<file path="config.mk">
export PLATFORM = sky130hd
export DESIGN_NAME = multicycle_control_fsm
export DESIGN_NICKNAME = d
export VERILOG_FILES = /design/src/rtl/ctrl_pkg.sv /design/src/rtl/ctrl_timeout_counter.sv /design/src/rtl/multicycle_control_fsm.sv
export SDC_FILE = /design/constraint.sdc
export NUM_CORES = 1
export LEC_CHECK = 0
export CAP_MARGIN = 20
export CELL_PAD_IN_SITES_DETAIL_PLACEMENT = 2
export CELL_PAD_IN_SITES_GLOBAL_PLACEMENT = 2
export CORE_AREA = 2 2 70 72
export CTS_BUF_LIST = sky130_fd_sc_hd__clkbuf_8 sky130_fd_sc_hd__clkbuf_16
export DETAILED_ROUTE_END_ITERATION = 12
export DIE_AREA = 0 0 72 74
export PLACE_DENSITY_LB_ADDON = 0.1
export SLEW_MARGIN = 20
export SYNTH_ARGS = -nofsm -noshare
export SYNTH_HDL_FRONTEND = slang
export SYNTH_SLANG_ARGS = --single-unit
</file>
<file path="constraint.sdc">
create_clock -name clk -period 2.9 [get_ports clk]
set_input_delay 0.58 -clock clk [delete_from_list [all_inputs] [get_ports clk]]
set_output_delay 0.58 -clock clk [all_outputs]
set_load 0.02 [all_outputs]
</file>
<file path="src/rtl/ctrl_pkg.sv">
// Shared definitions for the multi-cycle RV32I control FSM: opcodes,
// state encoding and datapath mux select encodings.
package ctrl_pkg;

  localparam logic [6:0] OP_R      = 7'b0110011;
  localparam logic [6:0] OP_I      = 7'b0010011;
  localparam logic [6:0] OP_LOAD   = 7'b0000011;
  localparam logic [6:0] OP_STORE  = 7'b0100011;
  localparam logic [6:0] OP_BRANCH = 7'b1100011;
  localparam logic [6:0] OP_JAL    = 7'b1101111;
  localparam logic [6:0] OP_JALR   = 7'b1100111;
  localparam logic [6:0] OP_LUI    = 7'b0110111;
  localparam logic [6:0] OP_AUIPC  = 7'b0010111;

  typedef enum logic [3:0] {
    IDLE     = 4'd0,
    FETCH    = 4'd1,
    DECODE   = 4'd2,
    EXEC_R   = 4'd3,
    EXEC_I   = 4'd4,
    EXEC_U   = 4'd5,
    ALU_WB   = 4'd6,
    MEM_ADDR = 4'd7,
    MEM_RD   = 4'd8,
    MEM_WB   = 4'd9,
    MEM_WR   = 4'd10,
    BRANCH   = 4'd11,
    JAL      = 4'd12,
    JALR     = 4'd13,
    TRAP     = 4'd14,
    FAULT    = 4'd15
  } state_t;

  localparam logic [1:0] SRCA_PC    = 2'b00;
  localparam logic [1:0] SRCA_OLDPC = 2'b01;
  localparam logic [1:0] SRCA_RS1   = 2'b10;
  localparam logic [1:0] SRCA_ZERO  = 2'b11;

  localparam logic [1:0] SRCB_RS2   = 2'b00;
  localparam logic [1:0] SRCB_IMM   = 2'b01;
  localparam logic [1:0] SRCB_FOUR  = 2'b10;

  localparam logic [1:0] PCSRC_ALU    = 2'b00;
  localparam logic [1:0] PCSRC_ALUOUT = 2'b01;
  localparam logic [1:0] PCSRC_JALR   = 2'b10;

  localparam logic [1:0] RES_ALUOUT = 2'b00;
  localparam logic [1:0] RES_MEM    = 2'b01;
  localparam logic [1:0] RES_PC4    = 2'b10;

  localparam logic [2:0] IMM_I = 3'b000;
  localparam logic [2:0] IMM_S = 3'b001;
  localparam logic [2:0] IMM_B = 3'b010;
  localparam logic [2:0] IMM_J = 3'b011;
  localparam logic [2:0] IMM_U = 3'b100;

  localparam logic [1:0] ALUOP_ADD   = 2'b00;
  localparam logic [1:0] ALUOP_CMP   = 2'b01;
  localparam logic [1:0] ALUOP_RFUNC = 2'b10;
  localparam logic [1:0] ALUOP_IFUNC = 2'b11;

  // States in which the FSM waits on the memory handshake.
  function automatic logic is_mem_wait(state_t s);
    return (s == FETCH) || (s == MEM_RD) || (s == MEM_WR);
  endfunction

endpackage

</file>
<file path="src/rtl/ctrl_timeout_counter.sv">
// Saturating memory-wait counter. limit_reached flags the wait cycle on
// which the count arrives at LIMIT.
module ctrl_timeout_counter #(
  parameter int unsigned LIMIT = 16
) (
  input  logic clk,
  input  logic rst_n,
  input  logic clear,
  input  logic enable,
  output logic limit_reached
);

  localparam int unsigned CW = $clog2(LIMIT + 1);

  logic [CW-1:0] cnt;

  // Count wait cycles; clear has priority; hold at LIMIT instead of wrapping.
  always_ff @(posedge clk or negedge rst_n) begin
    if (!rst_n)
      cnt <= '0;
    else if (clear)
      cnt <= '0;
    else if (enable && (cnt != CW'(LIMIT)))
      cnt <= cnt + 1'b1;
  end

  assign limit_reached = enable && (cnt >= CW'(LIMIT - 1));

endmodule

</file>
<file path="src/rtl/multicycle_control_fsm.sv">
// Multi-cycle RV32I control FSM with memory req/ready handshake, bus
// timeout and illegal-opcode trap.
// Optional: define CTRL_UPPER_IMM_EN to execute LUI/AUIPC via EXEC_U.
module multicycle_control_fsm
  import ctrl_pkg::*;
#(
  parameter int unsigned TIMEOUT_CYCLES = 16,
  parameter int unsigned IMM_SRC_W      = 3
) (
  input  logic                 clk,
  input  logic                 rst_n,
  input  logic [6:0]           opcode,
  input  logic                 branch_taken,
  input  logic                 mem_ready,
  output logic                 mem_req,
  output logic                 mem_we,
  output logic                 adr_src,
  output logic                 ir_write,
  output logic                 pc_write,
  output logic [1:0]           pc_src,
  output logic                 reg_write,
  output logic [1:0]           alu_src_a,
  output logic [1:0]           alu_src_b,
  output logic [1:0]           alu_op,
  output logic [IMM_SRC_W-1:0] imm_src,
  output logic [1:0]           result_src,
  output logic                 illegal_instr,
  output logic                 bus_error,
  output logic [3:0]           state
);

  state_t state_q, state_d;
  logic   tmo_hit;

  ctrl_timeout_counter #(.LIMIT(TIMEOUT_CYCLES)) u_tmo (
    .clk           (clk),
    .rst_n         (rst_n),
    .clear         (state_d != state_q),
    .enable        (is_mem_wait(state_q) && !mem_ready),
    .limit_reached (tmo_hit)
  );

  // State register.
  always_ff @(posedge clk or negedge rst_n) begin
    if (!rst_n)
      state_q <= IDLE;
    else
      state_q <= state_d;
  end

  // Next-state and output decode; mem_ready is checked before the timeout
  // so a completion on the limit cycle wins.
  always_comb begin
    state_d       = state_q;
    mem_req       = 1'b0;
    mem_we        = 1'b0;
    adr_src       = 1'b0;
    ir_write      = 1'b0;
    pc_write      = 1'b0;
    pc_src        = PCSRC_ALU;
    reg_write     = 1'b0;
    alu_src_a     = SRCA_PC;
    alu_src_b     = SRCB_RS2;
    alu_op        = ALUOP_ADD;
    imm_src       = '0;
    result_src    = RES_ALUOUT;
    illegal_instr = 1'b0;
    bus_error     = 1'b0;
    case (state_q)
      IDLE: state_d = FETCH;
      FETCH: begin
        mem_req   = 1'b1;
        alu_src_b = SRCB_FOUR;
        if (mem_ready) begin
          ir_write = 1'b1;
          pc_write = 1'b1;
          state_d  = DECODE;
        end else if (tmo_hit) begin
          state_d = FAULT;
        end
      end
      DECODE: begin
        alu_src_a = SRCA_OLDPC;
        alu_src_b = SRCB_IMM;
        imm_src   = IMM_SRC_W'(IMM_B);
        case (opcode)
          OP_R:               state_d = EXEC_R;
          OP_I:               state_d = EXEC_I;
          OP_LOAD, OP_STORE:  state_d = MEM_ADDR;
          OP_BRANCH:          state_d = BRANCH;
          OP_JAL:             state_d = JAL;
          OP_JALR:            state_d = JALR;
`ifdef CTRL_UPPER_IMM_EN
          OP_LUI, OP_AUIPC:   state_d = EXEC_U;
`endif
          default:            state_d = TRAP;
        endcase
      end
      EXEC_R: begin
        alu_src_a = SRCA_RS1;
        alu_op    = ALUOP_RFUNC;
        state_d   = ALU_WB;
      end
      EXEC_I: begin
        alu_src_a = SRCA_RS1;
        alu_src_b = SRCB_IMM;
        imm_src   = IMM_SRC_W'(IMM_I);
        alu_op    = ALUOP_IFUNC;
        state_d   = ALU_WB;
      end
`ifdef CTRL_UPPER_IMM_EN
      EXEC_U: begin
        alu_src_a = (opcode == OP_LUI) ? SRCA_ZERO : SRCA_OLDPC;
        alu_src_b = SRCB_IMM;
        imm_src   = IMM_SRC_W'(IMM_U);
        state_d   = ALU_WB;
      end
`endif
      ALU_WB: begin
        reg_write = 1'b1;
        state_d   = FETCH;
      end
      MEM_ADDR: begin
        alu_src_a = SRCA_RS1;
        alu_src_b = SRCB_IMM;
        if (opcode == OP_STORE) begin
          imm_src = IMM_SRC_W'(IMM_S);
          state_d = MEM_WR;
        end else begin
          imm_src = IMM_SRC_W'(IMM_I);
          state_d = MEM_RD;
        end
      end
      MEM_RD: begin
        mem_req = 1'b1;
        adr_src = 1'b1;
        if (mem_ready)    state_d = MEM_WB;
        else if (tmo_hit) state_d = FAULT;
      end
      MEM_WB: begin
        reg_write  = 1'b1;
        result_src = RES_MEM;
        state_d    = FETCH;
      end
      MEM_WR: begin
        mem_req = 1'b1;
        mem_we  = 1'b1;
        adr_src = 1'b1;
        if (mem_ready)    state_d = FETCH;
        else if (tmo_hit) state_d = FAULT;
      end
      BRANCH: begin
        alu_src_a = SRCA_RS1;
        alu_op    = ALUOP_CMP;
        pc_src    = PCSRC_ALUOUT;
        pc_write  = branch_taken;
        state_d   = FETCH;
      end
      JAL: begin
        pc_write   = 1'b1;
        pc_src     = PCSRC_ALUOUT;
        reg_write  = 1'b1;
        result_src = RES_PC4;
        state_d    = FETCH;
      end
      JALR: begin
        alu_src_a  = SRCA_RS1;
        alu_src_b  = SRCB_IMM;
        imm_src    = IMM_SRC_W'(IMM_I);
        pc_write   = 1'b1;
        pc_src     = PCSRC_JALR;
        reg_write  = 1'b1;
        result_src = RES_PC4;
        state_d    = FETCH;
      end
      TRAP: begin
        illegal_instr = 1'b1;
        state_d       = FETCH;
      end
      FAULT: begin
        bus_error = 1'b1;
        state_d   = FAULT;
      end
      default: state_d = IDLE;
    endcase
  end

  assign state = state_q;

endmodule

</file>
* Word-level counts from Yosys, hierarchy flattened
Cells that the tools add are included.
** Operators by class
- Add/subtract/negate cells :: 1
- Order comparisons :: 1
- Eq/ne operators :: 23
- Mux-type cells :: 25
- Reductions and logical operators :: 18
** Operator list (number)
- $eq A4 B4 Y1 const B :: 8
- $pmux W4 S8 :: 1
- $pmux W4 S6 :: 1
- $eq A7 B7 Y1 const B :: 3
- $pmux W2 S2 :: 5
- $mux W4 :: 4
- $eq A7 B6 Y1 const B :: 2
- $eq A4 B3 Y1 const B :: 3
- $mux W5 :: 2
- $reduce_or A2 Y1 :: 5
- $mux W1 :: 9
- $eq A4 B2 Y1 const B :: 2
- $reduce_or A4 Y1 :: 2
- $eq A7 B2 Y1 const B :: 1
- $eq A7 B5 Y1 const B :: 1
- $reduce_or A7 Y1 :: 1
- $pmux W2 S3 :: 1
- $add A5 B1 Y5 const B :: 1
- $ge A5 B4 Y1 const B :: 1
- $ne A5 B5 Y1 const B :: 1
- $reduce_or A5 Y1 :: 1
- $eq A4 B1 Y1 const B :: 1
- $logic_not A4 Y1 :: 1
- $ne A4 B4 Y1 :: 1
- other kinds (7) :: 10
** Storage, ports and cells
- Register bits after elaboration :: 9
- Bits of input ports :: 11
- Logic and storage cells :: 70

* Logic depth before layout (Yosys ltp)
- Depth after elaboration :: 10
- Depth in mapped cells :: 8
- Gate-level depth less buffers :: 8

* By module
A second synthesis with hierarchy kept.
** Unflattened totals
- Cells, all modules :: 146
- Area, all modules :: 1038.5 um^2
** By module, submodules not included
- multicycle_control_fsm :: times used 1, cells each 113, area each 728.2 um^2
- ctrl_timeout_counter :: times used 1, cells each 33, area each 310.3 um^2

* Least setup slack after synthesis
OpenSTA, ideal clock, no wires.
- Kind :: register -> output
- Start :: reg state_q[0] (netlist: state[0])
- End :: out alu_src_a[0]
- Arrival time :: 1798 ps
- Setup slack :: 522 ps
- Cell stages (with the launch flop) :: 5
- Cells stage by stage :: dfrtp_1 -> buf_4 -> buf_2 -> buf_1 -> nor4b_1
** Between the ends
- Longest elaborated chain between the ends :: 3
** Ends and longest elaborated chain
- start: declaration :: line multicycle_control_fsm.sv:32 : state_t state_q, state_d;
- start signal: assignment :: line multicycle_control_fsm.sv:48 : state_q <= state_d;
- $eq A4 B3 Y1, or another cell as far along :: line multicycle_control_fsm.sv:69 : case (state_q)
- $reduce_or A5 Y1 (no line)
- $pmux W2 S2 (*) :: line multicycle_control_fsm.sv:69
- end: declaration :: line multicycle_control_fsm.sv:22 : output logic [1:0] alu_src_a,
Mark *: on every way between the ends. The rest lies on a longest branch, timed or not.

* Worst setup path after layout
- Start :: in opcode[2]
- End :: out imm_src[0]
** Between the ends
- Longest elaborated chain between the ends :: 3
** Ends and longest elaborated chain
- start: declaration :: line multicycle_control_fsm.sv:12 : input logic [6:0] opcode,
- $eq A7 B6 Y1 :: line multicycle_control_fsm.sv:126 : if (opcode == OP_STORE) begin
- $mux W1 :: line multicycle_control_fsm.sv:126
- $pmux W2 S2 :: line multicycle_control_fsm.sv:69
- end: declaration :: line multicycle_control_fsm.sv:25 : output logic [IMM_SRC_W-1:0] imm_src,
No other way between the ends.

==> impl_metrics.json <==
{
  "cts.sinks": 9,
  "path_cells": "clkdlybuf4s50_1 -> or2_1 -> or4_4 -> inv_1 -> dlygate4sd2_1",
  "nNetsFinal": 202,
  "synth_seq_cells": 9,
  "num_vias": 1249,
  "total_power_mw": 1.63,
  "cts_tree": "yes",
  "ys.flop_type": "dfrtp_1",
  "synthAdderAreaFrac_pct": 3.29,
  "rr_worst_depth": 8,
  "die_h_um": 74,
  "rr_startpoint": "u_tmo.cnt[0]",
  "clock_skew_ns": 0.000922,
  "r2r_end": "state[2]",
  "crit_required_ns": 2.32,
  "critPathMaxStageDelay_ns": 0.53,
  "hold_class": "in -> async",
  "synth-async-reset-ratio_pct": 100,
  "cts_root_buf": "clkbuf_8",
  "fin_crit_sh_pct": 95.9,
  "port_buffers": 34,
  "h-tree-depth": 1,
  "antenna_found_initial": 0,
  "vias_per_cell": 5.18,
  "synth_area_um2": 1140,
  "drive_above_1_share_pct": 20.9,
  "status": "completed",
  "synth_nets": 159,
  "yosysSeqAreaShare_pct": 19.7,
  "p_int_mw": 0.809,
  "synth_mux_area_share_pct": 1.75,
  "ant_nets": 0,
  "finalInstanceArea_um2": 1650,
  "min_period_ns": 2.78,
  "drc": 0,
  "dp_hpwl_mm": 3.32,
  "grtUsageTotal_pct": 16.7,
  "relSlewSlack_pct": 60.1,
  "fmax_mhz": 360,
  "synth.avg_cell_area_um2": 7.87,
  "syn_inst": 145,
  "grt_pass1_vias": 1371,
  "grt_pass1_wl_mm": 6.92,
  "drv_cap": 0,
  "rsz0062_at_grt": "no",
  "p_leak_nw": 0.679,
  "area.growth.synth_to_final_pct": 44.3,
  "yosys.area_share.simple_pct": 35.5,
  "cp.arrival_ns": 2.20,
  "die_w_um": 72,
  "critical-path-slowest-cell": "or4_4",
  "ir_drop_mv": 0.342,
  "first_pass_iters": 4,
  "path_delay_family": "buffers and inverters",
  "netSwitchingFraction_pct": 50.5,
  "path_clk_slew_ns": 0.05,
  "ff2ff_setup_slack_ns": 0.59,
  "row_count": 25,
  "synth_xor_area_share_pct": 3.07,
  "dieArea_um2": 5330,
  "combPwrFrac_pct": 75.9,
  "synth_top_family_by_area": "simple AND/OR/NAND/NOR gates",
  "power_density_nw_per_um2": 992,
  "crit_type": "in -> out",
  "wl_mm": 4.04,
  "crit_buf_inv": 3,
  "synth_cell_types": 54,
  "cts_setup_buffers": 0,
  "clk_latency_ns": 0.23,
  "wl_per_cell_um": 16.8,
  "first_iter_violations": 19,
  "tightest_slew_ns": 0.597,
  "final_util_pct": 35.8,
  "cp_max_fo": 3,
  "p_seq_share_pct": 15.2,
  "grt_max_degree": 21,
  "synth_compound_area_share_pct": 26.9,
  "fin_hold_ws_ns": 0.657,
  "synth_edf_count": 0,
  "clockBufferDepth": 2,
  "slew_violations": 0,
  "core_region_area_um2": 4600,
  "crit_path_start_kind": "input pin",
  "ys_warn_count": 0,
  "endpoint_kind": "primary output",
  "place_congestion": 0.817,
  "diodes": 0,
  "hold_viol": 0,
  "switchingPower_mw": 0.824,
  "start_util_pct": 24.8,
  "startpoint": "opcode[2]",
  "placed_area_um2": 1600,
  "io_pins": 36,
  "cp.depth": 5,
  "grt_overflow": 0,
  "setup_viol": 0,
  "p_clk_share_pct": 8.9,
  "cts_buffers": 3
}
layout make-up:
class	count	area (µm²)
flip-flops and latches	9	228
clock buffers	3	41.3
well taps	54	67.6
fillers	540	2950
multi-input cells	113	808
repair buffers	49	452
inverters	12	45.0
clock inverters	1	5.00
per-stage QoR:
stage / setup TNS [ns] / setup WS, ns / instances
global route: 0 / 0.0540 / 241
CTS: 0 / 0.0653 / 241
finish: 0 / 0.118 / 241
detailed placement: -0.162 / -0.162 / 237
floorplan: 0 / 0.522 / 145
global placement: -0.105 / -0.105 / 237
cell families (layout without fill, tap and decap cells):
kind of cell,count (synthesis),after routing
AND/OR/NAND/NOR,64,64
AO/OA/AOI/OAI,39,39
buffers and inverters,23,65
flip-flops,9,9
XOR/XNOR,4,4
adder cells (fa/ha/maj),3,3
multiplexers,2,2
other,1,1
worst max path at each step:
stage	endpoint
final	imm_src[0]
after global routing	imm_src[0]
after CTS	alu_src_a[1]
after detailed placement	imm_src[0]
after global placement	imm_src[0]
after floorplan	alu_src_a[0]
metal layers:
layer / wire [µm] / global-route usage (%)
met4: 27 / 4.40
met2: 2220 / 32.0
met5: 0 / 0
met1: 1770 / 20.6
met3: 30 / 0.407
worst register-to-register path, cell delays in order (launching register included):
cell and delay (ns):
dfrtp_1 0.44, ha_1 0.26, and3_1 0.19, ha_1 0.17
nor2_1 0.30, nand2_1 0.17, a311oi_1 0.28, a21oi_1 0.09
or2_2 0.30
Yosys cell counts, drive strengths merged (2+ instances only):
cell	count	share of area, %
and2	4	2.2
mux2i	2	1.8
nand3b	2	1.3
o21ai	6	2.6
and3	2	1.1
o221ai	2	2.1
nor4b	3	3.6
buf	11	5.5
nand2b	5	2.7
nand3	4	1.8
nand2	9	3.0
nand4	2	1.1
ha	3	3.3
nor2b	2	1.1
o41a	2	2.1
inv	12	3.9
dfrtp	9	20
xnor2	4	3.1
o22ai	4	2.7
a211oi	3	2.9
or2	4	2.2
nor2	14	4.6
nor3	5	3.9
a21oi	10	5.4
a31oi	4	2.2
what timing repair did:
item / in CTS / in global routing
hold buffers: 0 / 0
endpoints found under the setup margin: 1 / 3
gates resized for setup: 1 / 2
power groups by stage:
stage	Clock (mW)	Combinational (mW)	Sequential (mW)
floorplan	0	0.801	0.213
global placement	0	1.23	0.247
detailed placement	0	1.25	0.249
CTS	0.151	1.26	0.248
global route	0.154	1.36	0.261
finish	0.145	1.24	0.248
sequential cells by signal, indices dropped and copies added (netlist names):
signal and count:
u_tmo.cnt 5, state 4
cells in the final DEF, fill, tap and decap left out, types with 5 or more instances in the layout:
| master | Yosys | routed |
|---|---|---|
| clkdlybuf4s50_1 | 0 | 33 |
| nand2_1 | 9 | 9 |
| a21oi_1 | 9 | 9 |
| o21ai_0 | 6 | 6 |
| inv_1 | 12 | 12 |
| dfrtp_1 | 9 | 7 |
| buf_4 | 2 | 15 |
| nand2b_1 | 5 | 5 |
| nor2_1 | 14 | 14 |
(Power assumes the default switching activity.)
